<file path="config.mk">
export PLATFORM = sky130hd
export DESIGN_NAME = regfile_sb_flat
export DESIGN_NICKNAME = d
export VERILOG_FILES = /design/src/rtl/regfile_sb_pkg.sv /design/src/rtl/regfile_sb_if.sv /design/src/rtl/regfile_scoreboard.sv /design/src/rtl/regfile_sb.sv /design/src/flat_wrapper.sv
export SDC_FILE = /design/constraint.sdc
export NUM_CORES = 2
export LEC_CHECK = 0
export ABC_AREA = 1
export BUFFER_PORTS_ARGS = -buffer_cell sky130_fd_sc_hd__buf_2
export CORE_MARGIN = 5
export CORE_UTILIZATION = 40
export DETAILED_ROUTE_END_ITERATION = 12
export PLACE_DENSITY = 0.59
export REMOVE_ABC_BUFFERS = 1
export SYNTH_ARGS = -nofsm -noshare
export SYNTH_HDL_FRONTEND = slang
export SYNTH_HIERARCHICAL = 1
export SYNTH_SLANG_ARGS = --single-unit
</file>
<file path="constraint.sdc">
create_clock -name clk -period 2.47 [get_ports clk]
set_input_delay 0.247 -clock clk [delete_from_list [all_inputs] [get_ports clk]]
set_output_delay 0.247 -clock clk [all_outputs]
set_load 0.02 [all_outputs]
</file>
<file path="src/rtl/regfile_sb_pkg.sv">
// Shared constants for the scoreboarded register file datapath.
package regfile_sb_pkg;

  localparam int unsigned DefaultDataW = 32;
  localparam int unsigned DefaultAddrW = 5;
  localparam int unsigned ZeroRegAddr  = 0;

endpackage

</file>
<file path="src/rtl/regfile_sb_if.sv">
// Write, read, issue and scoreboard-status signals of the register file.
interface regfile_sb_if #(
  parameter int unsigned DATA_W = regfile_sb_pkg::DefaultDataW,
  parameter int unsigned ADDR_W = regfile_sb_pkg::DefaultAddrW
);

  logic              reg_write;
  logic [ADDR_W-1:0] Rd;
  logic [DATA_W-1:0] data;
  logic [ADDR_W-1:0] Rs;
  logic [ADDR_W-1:0] Rt;
  logic [DATA_W-1:0] Out1;
  logic [DATA_W-1:0] Out2;
  logic              issue_valid;
  logic [ADDR_W-1:0] issue_rd;
  logic              rs_busy;
  logic              rt_busy;
  logic [ADDR_W:0]   busy_count;

  modport master (
    output reg_write, Rd, data, Rs, Rt, issue_valid, issue_rd,
    input  Out1, Out2, rs_busy, rt_busy, busy_count
  );

  modport slave (
    input  reg_write, Rd, data, Rs, Rt, issue_valid, issue_rd,
    output Out1, Out2, rs_busy, rt_busy, busy_count
  );

endinterface

</file>
<file path="src/rtl/regfile_scoreboard.sv">
// Per-register pending-producer bits with a registered population counter.
module regfile_scoreboard
  import regfile_sb_pkg::*;
#(
  parameter int unsigned ADDR_W   = DefaultAddrW,
  parameter bit          ZERO_REG = 1'b1,
  parameter bit          BYPASS   = 1'b1
) (
  input  logic              clk_i,
  input  logic              rst_ni,
  input  logic              issue_valid_i,
  input  logic [ADDR_W-1:0] issue_rd_i,
  input  logic              commit_i,
  input  logic [ADDR_W-1:0] commit_rd_i,
  input  logic [ADDR_W-1:0] rs_i,
  input  logic [ADDR_W-1:0] rt_i,
  output logic              rs_busy_o,
  output logic              rt_busy_o,
  output logic [ADDR_W:0]   busy_count_o
);

  localparam int unsigned Depth = 2 ** ADDR_W;
  localparam int unsigned CntW  = ADDR_W + 1;
  localparam logic [CntW-1:0] CntMax = CntW'(Depth);
  localparam logic [ADDR_W-1:0] ZeroA = ADDR_W'(ZeroRegAddr);

  logic [Depth-1:0] busy_q, busy_d;
  logic [CntW-1:0]  cnt_q, cnt_d;
  logic             set, inc, dec;

  always_comb begin
    set    = issue_valid_i && rst_ni && !(ZERO_REG && (issue_rd_i == ZeroA));
    // Same-address set and clear keeps the bit: the new producer wins.
    inc    = set && !busy_q[issue_rd_i];
    dec    = commit_i && busy_q[commit_rd_i] && !(set && (issue_rd_i == commit_rd_i));
    busy_d = busy_q;
    if (commit_i) busy_d[commit_rd_i] = 1'b0;
    if (set)      busy_d[issue_rd_i]  = 1'b1;
    cnt_d = cnt_q;
    if (inc && !dec && (cnt_q != CntMax)) begin
      cnt_d = cnt_q + CntW'(1);
    end else if (dec && !inc && (cnt_q != '0)) begin
      cnt_d = cnt_q - CntW'(1);
    end
  end

  always_ff @(posedge clk_i) begin
    if (!rst_ni) begin
      busy_q <= '0;
      cnt_q  <= '0;
    end else begin
      busy_q <= busy_d;
      cnt_q  <= cnt_d;
    end
  end

  always_comb begin
    rs_busy_o = busy_q[rs_i];
    rt_busy_o = busy_q[rt_i];
    if (BYPASS && commit_i && (commit_rd_i == rs_i) && !(set && (issue_rd_i == rs_i))) begin
      rs_busy_o = 1'b0;
    end
    if (BYPASS && commit_i && (commit_rd_i == rt_i) && !(set && (issue_rd_i == rt_i))) begin
      rt_busy_o = 1'b0;
    end
  end

  assign busy_count_o = cnt_q;

endmodule

</file>
<file path="src/rtl/regfile_sb.sv">
// Two-read one-write register file with optional forwarding and a busy scoreboard.
module regfile_sb
  import regfile_sb_pkg::*;
#(
  parameter int unsigned DATA_W   = DefaultDataW,
  parameter int unsigned ADDR_W   = DefaultAddrW,
  parameter bit          ZERO_REG = 1'b1,
  parameter bit          BYPASS   = 1'b1
) (
  input logic         clk,
  input logic         rst_n,
  regfile_sb_if.slave bus
);

  localparam int unsigned Depth = 2 ** ADDR_W;
  localparam logic [ADDR_W-1:0] ZeroA = ADDR_W'(ZeroRegAddr);

  logic [DATA_W-1:0] regs_q [Depth];
  logic              commit;

  // Writes during reset are ignored, so they must not forward either.
  assign commit = rst_n && bus.reg_write && !(ZERO_REG && (bus.Rd == ZeroA));

  always_ff @(posedge clk) begin
    if (!rst_n) begin
      for (int i = 0; i < Depth; i++) regs_q[i] <= '0;
    end else if (commit) begin
      regs_q[bus.Rd] <= bus.data;
    end
  end

  always_comb begin
    if (ZERO_REG && (bus.Rs == ZeroA)) begin
      bus.Out1 = '0;
    end else if (BYPASS && commit && (bus.Rd == bus.Rs)) begin
      bus.Out1 = bus.data;
    end else begin
      bus.Out1 = regs_q[bus.Rs];
    end
    if (ZERO_REG && (bus.Rt == ZeroA)) begin
      bus.Out2 = '0;
    end else if (BYPASS && commit && (bus.Rd == bus.Rt)) begin
      bus.Out2 = bus.data;
    end else begin
      bus.Out2 = regs_q[bus.Rt];
    end
  end

  regfile_scoreboard #(
    .ADDR_W  (ADDR_W),
    .ZERO_REG(ZERO_REG),
    .BYPASS  (BYPASS)
  ) u_scoreboard (
    .clk_i        (clk),
    .rst_ni       (rst_n),
    .issue_valid_i(bus.issue_valid),
    .issue_rd_i   (bus.issue_rd),
    .commit_i     (commit),
    .commit_rd_i  (bus.Rd),
    .rs_i         (bus.Rs),
    .rt_i         (bus.Rt),
    .rs_busy_o    (bus.rs_busy),
    .rt_busy_o    (bus.rt_busy),
    .busy_count_o (bus.busy_count)
  );

endmodule

</file>
<file path="src/flat_wrapper.sv">
// flat-port wrapper written by rule: the top's interface ports become plain ports
module regfile_sb_flat import regfile_sb_pkg::*;
#(
  parameter int unsigned DATA_W   = DefaultDataW,
  parameter int unsigned ADDR_W   = DefaultAddrW,
  parameter bit          ZERO_REG = 1'b1,
  parameter bit          BYPASS   = 1'b1
)
  (clk, rst_n, bus_reg_write, bus_Rd, bus_data, bus_Rs, bus_Rt, bus_issue_valid, bus_issue_rd, bus_Out1, bus_Out2, bus_rs_busy, bus_rt_busy, bus_busy_count);
  regfile_sb_if #(.DATA_W(DATA_W), .ADDR_W(ADDR_W)) bus_i ();
  input logic clk;
  input logic rst_n;
  input wire logic [$bits(bus_i.reg_write)-1:0] bus_reg_write;
  input wire logic [$bits(bus_i.Rd)-1:0] bus_Rd;
  input wire logic [$bits(bus_i.data)-1:0] bus_data;
  input wire logic [$bits(bus_i.Rs)-1:0] bus_Rs;
  input wire logic [$bits(bus_i.Rt)-1:0] bus_Rt;
  input wire logic [$bits(bus_i.issue_valid)-1:0] bus_issue_valid;
  input wire logic [$bits(bus_i.issue_rd)-1:0] bus_issue_rd;
  output wire logic [$bits(bus_i.Out1)-1:0] bus_Out1;
  output wire logic [$bits(bus_i.Out2)-1:0] bus_Out2;
  output wire logic [$bits(bus_i.rs_busy)-1:0] bus_rs_busy;
  output wire logic [$bits(bus_i.rt_busy)-1:0] bus_rt_busy;
  output wire logic [$bits(bus_i.busy_count)-1:0] bus_busy_count;
  assign bus_i.reg_write = bus_reg_write;
  assign bus_i.Rd = bus_Rd;
  assign bus_i.data = bus_data;
  assign bus_i.Rs = bus_Rs;
  assign bus_i.Rt = bus_Rt;
  assign bus_i.issue_valid = bus_issue_valid;
  assign bus_i.issue_rd = bus_issue_rd;
  assign bus_Out1 = bus_i.Out1;
  assign bus_Out2 = bus_i.Out2;
  assign bus_rs_busy = bus_i.rs_busy;
  assign bus_rt_busy = bus_i.rt_busy;
  assign bus_busy_count = bus_i.busy_count;
  regfile_sb #(.DATA_W(DATA_W), .ADDR_W(ADDR_W), .ZERO_REG(ZERO_REG), .BYPASS(BYPASS)) u_core (.clk(clk), .rst_n(rst_n), .bus(bus_i));
endmodule
</file>
# Word level (Yosys, flattened, before mapping)
# Memories as Yosys holds them, arrays and structs flattened.
# Index checks and enable logic that the tools add are counted.
dict set report totals {
  ff_bits 38
  word_cells 84
  mem_bits_rw 1024
  n_memories 1
  output_inout_bits 72
  in_bits 56
}
dict set report op_classes {
  muxes 29
  eq_ne 6
  addsub 2
  magnitude_cmp 6
  n_reduce_logical 35
  bitwise_logic 3
}
# memory depth word_bits read_ports rd_clocked_by_memory_dff wr line
set mem_list {}
lappend mem_list {u_core.regs_q 32 32 2 0 32 regfile_sb.sv:18} ;# logic [DATA_W-1:0] regs_q [Depth];
# operator n
set op_table {}
lappend op_table {{2-to-1 mux 32 bit} 7}
lappend op_table {{bitwise AND 32 bit} 1}
lappend op_table {{NOT 32 bit} 1}
lappend op_table {{OR 32 bit} 1}
lappend op_table {{OR reduction 32 bit} 1}
lappend op_table {{== test 5 bit} 5}
lappend op_table {{< comparator 5 x 6 -> 1 bit, second input constant} 4}
lappend op_table {{binary-select mux 1 bit (select 5 bit)} 4}
lappend op_table {{logical AND 1 bit} 20}
lappend op_table {{logical NOT 5 bit} 4}
lappend op_table {{2-to-1 mux 1 bit} 13}
lappend op_table {{2-to-1 mux 6 bit} 2}
lappend op_table {{demux 1 bit (select 5 bit)} 2}
lappend op_table {{>= comparator 5 x 1 -> 1 bit, second input constant} 2}
lappend op_table {{logical NOT 1 bit} 8}
lappend op_table {{adder 6 x 1 -> 6 bit, second input constant} 1}
lappend op_table {{inequality test 6 bit, second input constant} 1}
lappend op_table {{nonzero test 6 bit} 1}
lappend op_table {{subtractor 6 x 1 -> 6 bit, second input constant} 1}
lappend op_table {{2-to-1 mux 5 bit} 1}
lappend op_table {{nonzero test 2 bit} 1}

# Logic depth before layout (Yosys ltp)
dict set report logic_depth {
  depth_word 10
  depth_mapped 23
  depth_no_buf 22
}

# By module
# Netlist, hierarchy kept.
# mod area_per_inst_um2 cells_each seq_area_each_um2 instances
set by_module_without_submodules {}
lappend by_module_without_submodules {regfile_sb 58245.9 7349 30749.5 1}
lappend by_module_without_submodules {regfile_scoreboard 3407.0 593 760.7 1}

# Least setup slack after synthesis
# Ideal clock, no wire load.
dict set report synth_timing {
  path_type {input -> register}
  startpoint {input bus_Rd[2]}
  endpoint {register u_core.u_scoreboard.cnt_q[5] (netlist: u_core/u_scoreboard/busy_count_o[5])}
  arrival_time_ns 2.530
  stages 19
  path_buffers 2
  path_slack_ns -0.173
  path_cell_list {buf_4 nor3_4 nand2_1 nand2_4 inv_2 buf_6 a21boi_2 nand2_2 nand3_4 ha_1 a21oi_1 nand2_1 a21o_1 a21oi_1 nand4_1 nand3_1 nand2_1 nand2_1 nor2_1}
}
dict set report synth_via {
  elab_chain_len 9
}
# item line
set synth_lines {}
lappend synth_lines {{start: declaration} flat_wrapper.sv:14} ;# input wire logic [$bits(bus_i.Rd)-1:0] bus_Rd;
lappend synth_lines {{logical NOT 5 bit (*)} regfile_sb.sv:22} ;# assign commit = rst_n && bus.reg_write && !(ZERO_REG && (bus.Rd == ZeroA));
lappend synth_lines {{logical NOT 1 bit (*)} regfile_sb.sv:22}
lappend synth_lines {{logical AND 1 bit (*)} regfile_sb.sv:22}
lappend synth_lines {{net u_core.commit} regfile_sb.sv:19} ;# logic commit;
lappend synth_lines {{logical AND 1 bit (*) (2 in series)} regfile_scoreboard.sv:35} ;# dec = commit_i && busy_q[commit_rd_i] && !(set && (issue_rd_i == commit_rd_i));
lappend synth_lines {{logical NOT 1 bit} regfile_scoreboard.sv:40} ;# if (inc && !dec && (cnt_q != CntMax)) begin
lappend synth_lines {{logical AND 1 bit (2 in series)} regfile_scoreboard.sv:40}
lappend synth_lines {{2-to-1 mux 6 bit or nonzero test 2 bit (tied branches)} --}
lappend synth_lines {{end signal: assignment} regfile_scoreboard.sv:53} ;# cnt_q <= cnt_d;
lappend synth_lines {{end: declaration} regfile_scoreboard.sv:28} ;# logic [CntW-1:0] cnt_q, cnt_d;
# Mark *: on every way through the listed nets, which the timed path passes. The rest lies on a longest branch. The select of a mux whose other input is x is not followed.
# A chain may end at the register's enable or synchronous reset.

# Worst setup path in the final report
dict set report layout_timing {
  startpoint {register u_core.u_scoreboard.busy_q[13]}
  endpoint {output bus_rs_busy}
}
dict set report layout_via {
  elab_chain_len 3
}
# item line
set layout_lines {}
lappend layout_lines {{start: declaration} regfile_scoreboard.sv:27} ;# logic [Depth-1:0] busy_q, busy_d;
lappend layout_lines {{start signal: assignment} regfile_scoreboard.sv:52} ;# busy_q <= busy_d;
lappend layout_lines {{binary-select mux 1 bit (select 5 bit)} regfile_scoreboard.sv:58} ;# rs_busy_o = busy_q[rs_i];
lappend layout_lines {{2-to-1 mux 1 bit (implied by the code)} regfile_scoreboard.sv:58}
lappend layout_lines {{2-to-1 mux 1 bit} regfile_scoreboard.sv:60} ;# if (BYPASS && commit_i && (commit_rd_i == rs_i) && !(set && (issue_rd_i == rs_i))) begin
lappend layout_lines {{end: declaration} flat_wrapper.sv:22} ;# output wire logic [$bits(bus_i.rs_busy)-1:0] bus_rs_busy;
# No other way between the ends. The select of a mux whose other input is x is not followed.

==> impl_metrics.yaml <==
timing:
  finalCritPeriodShare: 1.005
  skew_ns: 0.01169
  timing.setup.tns_ns: -0.04122
  fmax_ghz: 0.4027
  fin_ws_ns: -0.01334
  maxSlewHeadroom: 0.4208
  finalHoldViolCount: 0
  min_period_ns: 2.483
  rsz0062_at_grt: "true"
  worstMarginPinSlew_ns: 0.8656
  setup_violations: 4
  drv_slew: 0
placement:
  place.gp.congestion: 0.9505
  placed_cell_area_um2: 68880
  dp.cells: 10081
  dp_hpwl_mm: 167.9
  io_buffers: 127
cts:
  clkLatencyLatePin_ns: 0.74
  clk_path_buf_depth: 3
  cts_tree: "done"
  htreeDepth: 3
  numCtsBuffers: 121
  path_clk_slew_ns: 0.06
  clock_sinks: 1062
  cts-root-buf: "clkbuf_16"
floorplanning:
  initial_core_util: 0.4012
  io_pins: 128
  dieArea_um2: 162100
  row_count: 144
  core_um2: 153700
  die_y_um: 402.6
  die_x_um: 402.6
cells_and_area:
  layout.nets: 8236
  diodes: 0
  syn2layout_area_growth_pct: 23.57
  final_cells: 10326
  drive_gt1_frac: 0.1978
  fin_area_um2: 76180
synthesis:
  yosysWarnings: 6
  async_flop_share: 0
  synthAdderAreaFrac: 0.001136
  synth_top_family_by_area: "simple AND/OR/NAND/NOR gates"
  ys_seq_area_frac: 0.5111
  synth-compound-area-share: 0.09847
  postSynthAreaPerCell_um2: 7.763
  synth_xor_area_frac: 0.002699
  syn_inst: 7942
  synthSimpleGateAreaFrac: 0.2992
  ys_seq_elements: 1062
  synth_cell_type_count: 44
  synthMuxAreaShare: 0
  synth_flop_cell: "edfxtp_1"
  syn-cell-area_um2: 61650
  synth_edf_count: 1024
flow_run:
  cap_violations: 0
critical_path:
  slowest_stage: "dfxtp_2"
  cpMostUsedCell: "buf_6"
  path_depth: 9
  rr_endpoint: "u_core/u_scoreboard/busy_count_o[5]"
  r2r_cells: 22
  critPathArrivalTime_ns: 2.24
  endpoint_kind: "output port"
  crit_family: "compound AO/OA/AOI/OAI gates"
  reg2reg_slack_ns: -0.01
  required_ns: 2.22
  worstPathCellList: "buf_6 > buf_6 > inv_4 > a21oi_2 > o21ai_1 > o21ai_1 > o221ai_2 > a31oi_4 > buf_6"
  startpoint_type: "register"
  r2r_start: "u_core/u_scoreboard/busy_q[11]"
  crit_buf_inv: 4
  path_class: "register to output port"
  critPathCapture: "bus_rs_busy"
  crit_start: "u_core/u_scoreboard/busy_q[13]"
  cpPeakStageDelay_ns: 0.33
  cp_max_fo: 2
pwr:
  vdd_drop_max_v: 0.0005659
  pwr_density_cell_nw_per_um2: 630.7
  p_leak_uw: 0.03196
routing:
  first_pass_iters: 8
  vias: 59555
  initialDrtViolationCount: 8001
  wl_per_cell_um: 25.03
  totalWireLength_mm: 258.5
  drc_errors: 0
  drt-vias-per-instance: 5.767
  drtAntennaViolNets: 0
grt:
  grt_pass1_wl_mm: 371.8
  grt_use_total: 0.3056
  grt_overflow: 0
  grt_antenna_before_repair: 1
  grt_pass1_vias: 56525
  grt_max_degree: 71
min_path:
  hold_class: "primary input to register"
status:
  violations: "setup timing"
  status: "complete, but fails checks"
## layout by cell type, fill, tap and decap left out, types with 26 or more instances in the layout
| master | count |
|---|---|
| o21ai_1 | 116 |
| clkinv_2 | 26 |
| o21ai_0 | 401 |
| nand2_1 | 1693 |
| clkbuf_16 | 123 |
| inv_2 | 42 |
| nor2_1 | 1408 |
| buf_2 | 55 |
| buf_6 | 36 |
| nand3_4 | 46 |
| nand2_2 | 154 |
| conb_1 | 32 |
| nand2_4 | 67 |
| inv_1 | 576 |
| a21oi_2 | 93 |
| o211ai_1 | 220 |
| buf_4 | 476 |
| clkinv_1 | 39 |
| a21oi_1 | 232 |
| edfxtp_1 | 1024 |
| nand3_1 | 806 |
| nand3_2 | 153 |
| or2_4 | 33 |
| buf_12 | 174 |
## metrics by stage
step	setup slack (ns)	hold WS, ns	util	total power [uW]
after floorplan	-2.602	0.3675	-	24780
after global placement	-0.5428	0.4678	0.4482	28830
after detailed placement	-0.4539	0.4757	0.4482	28930
after CTS	-0.09485	0.01178	0.4838	47520
after global routing	-0.1911	0.05604	0.4957	49590
final	-0.01334	0.06962	0.4957	48050
## kinds of logic (layout without fill, tap and decap cells)
| kind of cell | count (synthesis) | count (layout) |
|---|---|---|
| other cells | 1 | 32 |
| compound gates | 1087 | 1087 |
| xor+xnor | 19 | 19 |
| buf+inv | 1301 | 1610 |
| simple gates | 4467 | 4467 |
| flops | 1062 | 1062 |
| fa+ha+maj | 5 | 5 |
## cell type report
cell class / instances / area, um^2
Clock buffer: 142 / 3128
Clock inverter: 88 / 850.8
Fill cell: 14387 / 77500
Inverter: 628 / 2392
Multi-Input combinational cell: 5610 / 27810
Sequential cell: 1062 / 31530
Tap cell: 2044 / 2557
Timing Repair Buffer: 752 / 7916
## worst register-to-register path, delay by kind of cell (launching register included)
| family | cells | cell delay (ns) |
|---|---|---|
| DFF | 1 | 0.34 |
| and+or+nand+nor | 16 | 1.30 |
| buffers and inverters | 2 | 0.21 |
| adders and majority gates | 1 | 0.15 |
| AOI/OAI and AO/OA | 3 | 0.44 |
## per-layer routing
layer	part of all wire	track usage	wire length, um	vias to the layer above
li1	-	-	-	26641
met4	0.066	0.1817	17020	2
met3	0.11	0.06079	27380	773
met2	0.45	0.4772	116100	3745
met5	0.00015	0	40	-
met1	0.38	0.3943	97970	28394
## state kept, by name (all words and copies together) (netlist names)
signal,flops
u_core/regs_q,1024
u_core/u_scoreboard/busy_count_o,6
u_core/u_scoreboard/busy_q,32
## power by group
| part | switching (uW) | internal [uW] |
|---|---|---|
| clock network | 7870 | 10500 |
| logic | 5780 | 2800 |
| registers | 423 | 20700 |
## synth_stat cells (2+ instances only)
master,count,area share
a21oi_1,324,0.026
a21oi_2,8,0.0011
a31oi_1,2,0.00020
buf_1,50,0.0030
buf_2,238,0.019
buf_4,35,0.0043
buf_6,9,0.0016
clkbuf_1,341,0.021
clkinv_1,3,0.00018
dfxtp_1,38,0.012
edfxtp_1,1024,0.50
ha_1,4,0.00081
inv_1,608,0.037
inv_2,16,0.00097
nand2_1,1905,0.12
nand2_2,2,0.00020
nand2_4,8,0.0015
nand3_1,1004,0.082
nand4_1,9,0.00091
nand4_2,2,0.00041
nor2_1,1449,0.088
nor3_1,11,0.00089
nor3_2,14,0.0023
nor3_4,5,0.0013
nor4_1,3,0.00030
o211ai_1,220,0.027
o21ai_0,493,0.040
o21ai_1,26,0.0021
o221ai_1,5,0.00071
o31ai_1,2,0.00024
or2_2,54,0.0055
xnor2_1,14,0.0020
xor2_1,5,0.00071
## how the worst min path moves through the flow
stage | end | slack [ns] | cells after the start | startpoint
finish | u_core/u_scoreboard/busy_q[1] | 0.07 | 5 | bus_issue_rd[4]
global route | u_core/u_scoreboard/busy_q[2] | 0.06 | 5 | bus_issue_rd[4]
CTS | u_core/u_scoreboard/busy_q[2] | 0.01 | 5 | bus_issue_rd[4]
detailed placement | u_core/u_scoreboard/busy_q[22] | 0.48 | 2 | u_core/u_scoreboard/busy_q[22]
global placement | u_core/u_scoreboard/busy_q[22] | 0.47 | 2 | u_core/u_scoreboard/busy_q[22]
floorplan | u_core/u_scoreboard/busy_count_o[5] | 0.37 | 2 | rst_n
## what timing repair did
action,in CTS,in global routing
gates resized for setup,427,501
gates cloned,0,1
setup buffers,12,19
hold endpoints to repair,3,0
hold buffers,1,0
setup endpoints to repair,66,68
pin swaps,152,291
Note: power is estimated with default switching activity, not from simulation.
